<file path="src/rtl/cacheline_burst_adapter_if.sv">
// Bundles the cache-side line port and the DRAM-side burst port of the adapter.
// The adapter uses the slave view; the cache/DRAM side uses the master view.
interface cacheline_burst_adapter_if #(
  parameter int BEAT_WIDTH = 64,
  parameter int BURST_LEN  = 4,
  parameter int ADDR_WIDTH = 32
);
  localparam int LINE_WIDTH = BEAT_WIDTH * BURST_LEN;

  logic [ADDR_WIDTH-1:0] pmem_address;
  logic [LINE_WIDTH-1:0] pmem_wdata;
  logic                  pmem_read;
  logic                  pmem_write;
  logic [LINE_WIDTH-1:0] pmem_rdata;
  logic                  pmem_resp;
  logic [ADDR_WIDTH-1:0] burst_address;
  logic [BEAT_WIDTH-1:0] burst_wdata;
  logic                  burst_read;
  logic                  burst_write;
  logic [BEAT_WIDTH-1:0] burst_rdata;
  logic                  burst_resp;

  modport slave (
    input  pmem_address, pmem_wdata, pmem_read, pmem_write, burst_rdata, burst_resp,
    output pmem_rdata, pmem_resp, burst_address, burst_wdata, burst_read, burst_write
  );

  modport master (
    output pmem_address, pmem_wdata, pmem_read, pmem_write, burst_rdata, burst_resp,
    input  pmem_rdata, pmem_resp, burst_address, burst_wdata, burst_read, burst_write
  );
endinterface

</file>
<file path="src/rtl/cacheline_burst_adapter.sv">
// Converts single-handshake full-line pmem reads/writes into fixed-length
// bursts of beats on the DRAM side, buffering exactly one line.
module cacheline_burst_adapter #(
  parameter int BEAT_WIDTH = 64,
  parameter int BURST_LEN  = 4,
  parameter int ADDR_WIDTH = 32
) (
  input  logic clk,
  input  logic rst,
  cacheline_burst_adapter_if.slave bus
);
  localparam int LINE_WIDTH = BEAT_WIDTH * BURST_LEN;
  localparam int CNT_W      = (BURST_LEN > 1) ? $clog2(BURST_LEN) : 1;
  localparam int OFF_W      = $clog2(LINE_WIDTH / 8);
  localparam logic [ADDR_WIDTH-1:0] ALIGN_MASK = {ADDR_WIDTH{1'b1}} << OFF_W;
  localparam logic [CNT_W-1:0]      LAST_BEAT  = CNT_W'(BURST_LEN - 1);

  typedef enum logic [1:0] {IDLE, RD_BURST, WR_BURST, DONE} state_t;

  state_t                state_r;
  logic [CNT_W-1:0]      cnt_r;
  logic [CNT_W-1:0]      cnt_next;
  logic [LINE_WIDTH-1:0] line_r;
  logic [ADDR_WIDTH-1:0] addr_r;
  logic [BEAT_WIDTH-1:0] wdata_r;
  logic                  pmem_resp_r;
  logic                  burst_read_r;
  logic                  burst_write_r;

  assign cnt_next = cnt_r + CNT_W'(1);

  // Burst sequencer: request latch, beat counting, line assembly and flags.
  always_ff @(posedge clk or posedge rst) begin
    if (rst) begin
      state_r       <= IDLE;
      cnt_r         <= '0;
      line_r        <= '0;
      addr_r        <= '0;
      wdata_r       <= '0;
      pmem_resp_r   <= 1'b0;
      burst_read_r  <= 1'b0;
      burst_write_r <= 1'b0;
    end else begin
      case (state_r)
        IDLE: begin
          pmem_resp_r <= 1'b0;
          // A simultaneous read and write request resolves to the write.
          if (bus.pmem_write) begin
            addr_r        <= bus.pmem_address & ALIGN_MASK;
            line_r        <= bus.pmem_wdata;
            wdata_r       <= bus.pmem_wdata[BEAT_WIDTH-1:0];
            cnt_r         <= '0;
            burst_write_r <= 1'b1;
            state_r       <= WR_BURST;
          end else if (bus.pmem_read) begin
            addr_r       <= bus.pmem_address & ALIGN_MASK;
            cnt_r        <= '0;
            burst_read_r <= 1'b1;
            state_r      <= RD_BURST;
          end else begin
            state_r <= IDLE;
          end
        end
        RD_BURST: begin
          if (bus.burst_resp) begin
            line_r[int'(cnt_r) * BEAT_WIDTH +: BEAT_WIDTH] <= bus.burst_rdata;
            if (cnt_r == LAST_BEAT) begin
              cnt_r        <= '0;
              burst_read_r <= 1'b0;
              pmem_resp_r  <= 1'b1;
              state_r      <= DONE;
            end else begin
              cnt_r <= cnt_next;
            end
          end else begin
            state_r <= RD_BURST;
          end
        end
        WR_BURST: begin
          if (bus.burst_resp) begin
            if (cnt_r == LAST_BEAT) begin
              cnt_r         <= '0;
              burst_write_r <= 1'b0;
              pmem_resp_r   <= 1'b1;
              state_r       <= DONE;
            end else begin
              cnt_r   <= cnt_next;
              wdata_r <= line_r[int'(cnt_next) * BEAT_WIDTH +: BEAT_WIDTH];
            end
          end else begin
            state_r <= WR_BURST;
          end
        end
        DONE: begin
          pmem_resp_r   <= 1'b0;
          burst_read_r  <= 1'b0;
          burst_write_r <= 1'b0;
          state_r       <= IDLE;
        end
        default: begin
          cnt_r         <= '0;
          pmem_resp_r   <= 1'b0;
          burst_read_r  <= 1'b0;
          burst_write_r <= 1'b0;
          state_r       <= IDLE;
        end
      endcase
    end
  end

  assign bus.pmem_rdata    = line_r;
  assign bus.pmem_resp     = pmem_resp_r;
  assign bus.burst_address = addr_r;
  assign bus.burst_wdata   = wdata_r;
  assign bus.burst_read    = burst_read_r;
  assign bus.burst_write   = burst_write_r;
endmodule

</file>
<file path="src/flat_wrapper.sv">
// flat-port wrapper written by rule: the top's interface ports become plain ports
module cacheline_burst_adapter_flat 
#(
  parameter int BEAT_WIDTH = 64,
  parameter int BURST_LEN  = 4,
  parameter int ADDR_WIDTH = 32
)
  (clk, rst, bus_pmem_address, bus_pmem_wdata, bus_pmem_read, bus_pmem_write, bus_burst_rdata, bus_burst_resp, bus_pmem_rdata, bus_pmem_resp, bus_burst_address, bus_burst_wdata, bus_burst_read, bus_burst_write);
  cacheline_burst_adapter_if #(.BEAT_WIDTH(BEAT_WIDTH), .BURST_LEN(BURST_LEN), .ADDR_WIDTH(ADDR_WIDTH)) bus_i ();
  input  logic clk;
  input  logic rst;
  input wire logic [$bits(bus_i.pmem_address)-1:0] bus_pmem_address;
  input wire logic [$bits(bus_i.pmem_wdata)-1:0] bus_pmem_wdata;
  input wire logic [$bits(bus_i.pmem_read)-1:0] bus_pmem_read;
  input wire logic [$bits(bus_i.pmem_write)-1:0] bus_pmem_write;
  input wire logic [$bits(bus_i.burst_rdata)-1:0] bus_burst_rdata;
  input wire logic [$bits(bus_i.burst_resp)-1:0] bus_burst_resp;
  output wire logic [$bits(bus_i.pmem_rdata)-1:0] bus_pmem_rdata;
  output wire logic [$bits(bus_i.pmem_resp)-1:0] bus_pmem_resp;
  output wire logic [$bits(bus_i.burst_address)-1:0] bus_burst_address;
  output wire logic [$bits(bus_i.burst_wdata)-1:0] bus_burst_wdata;
  output wire logic [$bits(bus_i.burst_read)-1:0] bus_burst_read;
  output wire logic [$bits(bus_i.burst_write)-1:0] bus_burst_write;
  assign bus_i.pmem_address = bus_pmem_address;
  assign bus_i.pmem_wdata = bus_pmem_wdata;
  assign bus_i.pmem_read = bus_pmem_read;
  assign bus_i.pmem_write = bus_pmem_write;
  assign bus_i.burst_rdata = bus_burst_rdata;
  assign bus_i.burst_resp = bus_burst_resp;
  assign bus_pmem_rdata = bus_i.pmem_rdata;
  assign bus_pmem_resp = bus_i.pmem_resp;
  assign bus_burst_address = bus_i.burst_address;
  assign bus_burst_wdata = bus_i.burst_wdata;
  assign bus_burst_read = bus_i.burst_read;
  assign bus_burst_write = bus_i.burst_write;
  cacheline_burst_adapter #(.BEAT_WIDTH(BEAT_WIDTH), .BURST_LEN(BURST_LEN), .ADDR_WIDTH(ADDR_WIDTH)) u_core (.clk(clk), .rst(rst), .bus(bus_i));
endmodule
</file>
<file path="config.mk">
export PLATFORM = sky130hd
export DESIGN_NAME = cacheline_burst_adapter_flat
export DESIGN_NICKNAME = d
export VERILOG_FILES = /design/src/rtl/cacheline_burst_adapter_if.sv /design/src/rtl/cacheline_burst_adapter.sv /design/src/flat_wrapper.sv
export SDC_FILE = /design/constraint.sdc
export NUM_CORES = 1
export LEC_CHECK = 0
export CORE_AREA = 2 2 276 278
export CTS_CLUSTER_SIZE = 28
export DETAILED_ROUTE_END_ITERATION = 10
export DIE_AREA = 0 0 278 280
export GPL_TIMING_DRIVEN = 0
export PLACE_DENSITY = 0.52
export SETUP_SLACK_MARGIN = 0.15
export SLEW_MARGIN = 10
export SYNTH_ARGS = -nofsm -noshare
export SYNTH_HDL_FRONTEND = slang
export SYNTH_SLANG_ARGS = --single-unit
</file>
<file path="constraint.sdc">
create_clock -name clk -period 26.9 [get_ports clk]
set_input_delay 4.035 -clock clk [delete_from_list [all_inputs] [get_ports clk]]
set_output_delay 4.035 -clock clk [all_outputs]
set_load 0.005 [all_outputs]
</file>
; Word-level counts from Yosys, hierarchy flattened
; Cells that the tools add are included.
[totals]
ff_bits = 359
input_bits = 357
[classes]
n_addsub = 2
n_eq_ne = 15
shifts = 3
n_mux = 31
n_reduce_logical = 16
[op_table]
columns = cell, n
row1 = $mux W256, 2
row2 = $pmux W256 S2, 1
row3 = $bwmux W256, 1
row4 = $shift A64 B33 Y256 const A, 1
row5 = $shiftx A256 B9 Y64, 1
row6 = $shiftx A64 B33 Y256, 1
row7 = $mux W64, 3
row8 = $pmux W64 S2, 1
row9 = $mux W32, 2
row10 = $neg A8 Y33, 1
row11 = $mux W2, 8
row12 = $ne A2 B2 Y1 const B, 6
row13 = $mux W1, 8
row14 = $ne A2 B1 Y1 const B, 4
row15 = $pmux W2 S4, 1
row16 = $reduce_and A4 Y1, 2
row17 = $reduce_bool A2 Y1, 4
row18 = $eq A2 B2 Y1 const B, 3
row19 = $pmux W1 S3, 2
row20 = $reduce_and A3 Y1, 2
row21 = $reduce_bool A3 Y1, 2
row22 = $reduce_and A5 Y1, 1
row23 = $pmux W2 S2, 1
row24 = $reduce_and A2 Y1, 2
row25 = other kinds (6), 7

; Depth between registers and ports, before layout
[depth]
ltp_word = 5
mapped_depth = 11
ltp_nobuf = 5

; Worst setup path before layout
; OpenSTA, ideal clock, no wires.
[synth_path]
path_type = input to register
from = input bus_burst_resp
to = register u_core.wdata_r[0] (netlist: u_core.bus.burst_wdata[0])
t_arrival_ns = 5.161
setup_slack_ns = 21.613
cell_stages = 6
path_cell_list = buf_2 > nand2b_1 > a211o_1 > buf_6 > buf_6 > a221o_1
[synth_via]
elab_chain_cells = 2
[synth_lines]
columns = item, line_no
row1 = start: declaration, flat_wrapper.sv:17  ; input wire logic [$bits(bus_i.burst_resp)-1:0] bus_burst_resp;
row2 = $ne A2 B2 Y1 (no line), n/a
row3 = $reduce_and A4 Y1 (no line), n/a
row4 = end signal: assignment, cacheline_burst_adapter.sv:51  ; wdata_r <= bus.pmem_wdata[BEAT_WIDTH-1:0];
row5 = end signal: assignment, cacheline_burst_adapter.sv:88  ; wdata_r <= line_r[int'(cnt_next) * BEAT_WIDTH +: BEAT_WIDTH];
row6 = end: declaration, cacheline_burst_adapter.sv:25  ; logic [BEAT_WIDTH-1:0] wdata_r;
; No other way between the ends.
; A chain may end at the register's enable or synchronous reset.

; Worst setup path after layout
[layout_path]
from = input bus_pmem_write
to = register u_core.wdata_r[29] (netlist: u_core.bus.burst_wdata[29])
[layout_via]
elab_chain_cells = 2
[layout_lines]
columns = item, line_no
row1 = start: declaration, flat_wrapper.sv:15  ; input wire logic [$bits(bus_i.pmem_write)-1:0] bus_pmem_write;
row2 = $ne A2 B2 Y1 (no line), n/a
row3 = $reduce_and A4 Y1 (no line), n/a
; No other way between the ends.

==> results.md <==
- Outcome: completed
- Max-slew violations: 0
- Total negative setup slack: 0 ns
- Layout cells sized above 1: 20.0%
- CP Capture Type: flop
- Clock root cell: clkbuf_16
- Worst Skew: 0.0208 ns
- Port-buffer cells: 700
- Nets@finish: around 2600
- Initial Utilization: 25.3%
- Vias in the first global route: roughly 18000
- CTS sink count: 354
- CTS clk-pin slew, worst paths: ~0.060 ns
- P_leak: between 10 and 15 nW
- RSZ-0062 raised after global routing: no
- Netlist cell types: 39
- HP Start: u_core.bus.burst_read
- Slowest CP cell: clkbuf_1
- Routed WL: 98700 um
- Final RePlAce weighted congestion: 0.865
- Pint: 0.00233 W
- CP most frequent cell: clkbuf_1
- Synthesized cell area: 19000 um^2
- Total congestion overflow: 0
- Detailed placement HPWL: 73300 um
- Core area: 75200 um^2
- Worst setup SP type: primary input
- Kind of critical path: primary input to flop
- Clock Path Buffers: 3
- Die X: 278 um
- DR WL/cell: 30.6 um
- Post-CTS Setup Bufs: 0
- I/O pin count: 712
- CTS H-tree depth: 2
- Via total after detailed routing: 17200
- Worst Path Buf+Inv: 3
- Pre-CTS WS: between 20 and 25 ns
- # hold bufs at CTS: 0
- First-iteration detailed-routing DRC count: 1264
- F_max: 171 MHz
- Comb pwr share: a little under three fifths
- Final hold vios: 0
- Worst-skew pair later-pin latency: 0.59 ns
- Chip height: roughly 280 um
- Crit path max fanout: 11
- Clock share of power: 17.0%
- Post-CTS sizing: 0
- Num rows: 101
- # Max-Cap Violations: 0
- NetSw: roughly 0.0015 W
- Synthesis-stage register bit count: 354
- CTS tree: yes
- Cts bufs inserted: 47
- Power Density: about 130 nW/um^2
- Seq pwr share: 27.0%
- Residual DRC: 0
- CP max stage delay: 0.81 ns
- Period utilisation layout: 21.8%
- CP Launch Point: bus_pmem_write
- Worst path top cell family by delay: buffers and inverters
- Post-DR vias/cell: approximately 5.3
- Area grow syn2layout: 52.3%
- Pre-antenna DRT Iters: 5
- CP Cell Sequence: clkdlybuf4s50_1 -> clkbuf_1 -> clkbuf_1 -> and4_1 -> a221o_1
- Post-route ant nets: 0
- Final setup margin: 21.04 ns
- Post-Syn Instances: about 1400
- Worst Path Arrival: 6.38 ns
- Die area: 77800 um^2
- First-pass GRT wire length: ~140000 um
- Largest net degree at the start of global routing: around 110
- Mean Syn Cell Area: 13.2 um^2
- R2r startpoint: u_core.cnt_r[0]
- Sw Share: between 30% and 40%
- Worst-Margin Slew: 1.19 ns
- Post-layout util: 38.5%
- Total track usage: about a quarter
- Yosys warns: 0
- Post-synthesis sequential area ratio: 46.5%
- Most frequent cells in the layout: clkdlybuf4s50_1 (700), dfrtp_1 (354), mux2_2 (211), a32o_1 (192), clkbuf_1 (87)
- CP required: 27.42 ns
- Highest ir drop seen on vdd: 0.0470 mV
- Rel. slew slack: a little over a fifth
- Initial antenna violation count: 14
- Min-Delay Path Class: flop to flop
- Minimum clock period: 5.86 ns
- Setup violators final: 0
- Most common cell after layout, fill and taps aside: clkdlybuf4s50_1
sequential cells by signal, indices dropped and copies added, names as in the netlist:
register                  cells
u_core.bus.pmem_resp          1
u_core.bus.pmem_rdata       256
u_core.bus.burst_wdata       64
u_core.cnt_r                  2
u_core.state_r                2
u_core.bus.burst_read         1
u_core.bus.burst_write        1
u_core.bus.burst_address     27
metal layers:
metal | track usage (%) | share of wire (%) | up-vias
met1 | 30.6 | 41 | 9023
met4 | 6.50 | 2.4 | 16
met2 | 43.0 | 50 | 716
met3 | 5.45 | 6.3 | 140
li1 | - | - | 7269
met5 | 0 | 0.11 | -
worst paths after layout:
kind,end,slack (ns),cells past startpoint
max,u_core.bus.burst_wdata[29],21.04,5
min,u_core.bus.burst_read,0.48,1
max reg2reg,u_core.bus.pmem_rdata[158],22.95,10
min reg2reg,u_core.bus.burst_read,0.48,1
max in group asynchronous,u_core.bus.pmem_rdata[226],21.55,4
min in group asynchronous,u_core.bus.burst_address[6],3.90,2
final cells by class:
type | count | area, um^2
antenna | 7 | 17.5
buffer | 169 | 978
clock buffer | 74 | 1420
clock inverter | 9 | 140
fill | 7173 | 46200
inverter | 74 | 285
multi-input combinational | 851 | 8940
sequential | 354 | 8860
tap | 978 | 1220
timing repair buffer | 704 | 7120
power by group through the flow:
stage               Combinational (W)  Clock, W  Sequential [W]
detailed placement            0.00217         0         0.00103
finish                        0.00215  0.000651         0.00103
global placement              0.00214         0         0.00103
CTS                           0.00218  0.000664         0.00103
global route                  0.00227  0.000686         0.00106
floorplan                     0.00108         0        0.000977
synthesized netlist by cell type (all sizes together):
cell	count	area, um^2
dfrtp	354	8860
mux2	219	2470
a32o	192	1920
buf	93	689
clkbuf	76	289
inv	74	278
nor2b	68	433
mux2i	67	683
a221o	65	651
a31oi	64	400
and4	64	561
mux4	64	1440
ha	9	113
a21oi	7	68.8
nand2	7	26.3
nor2	3	11.3
and3b	2	17.5
nand2b	2	12.5
o211ai	2	15.0
a2111oi	1	8.76
a211o	1	8.76
a21o	1	7.51
a221oi	1	8.76
a22oi	1	7.51
and2	1	6.26
conb	1	3.75
nor3	1	10.0
nor4bb	1	10.0
o21ai	1	8.76
o22ai	1	6.26
o31a	1	8.76
cells by family after synthesis:
family                   after synthesis  synth area share [%]
adder cells (fa/ha/maj)                9                 0.592
flip-flops                           354                  46.5
buffers and inverters                243                  6.60
multiplexers                         350                  24.1
other                                  1                0.0197
AO/OA/AOI/OAI                        338                  16.4
AND/OR/NAND/NOR                      149                  5.71
through the flow:
stage	power (W)	area, um^2	cells	hold slack (ns)
3_3_place_gp	0.00317	27300	3126	0.480
6_report	0.00383	29000	3220	0.484
5_1_grt	0.00402	29000	3217	0.521
3_5_place_dp	0.00320	27400	3130	0.483
2_1_floorplan	0.00206	19000	1448	0.474
4_1_cts	0.00387	29000	3213	0.496
Power figures use the tool's default switching activity.
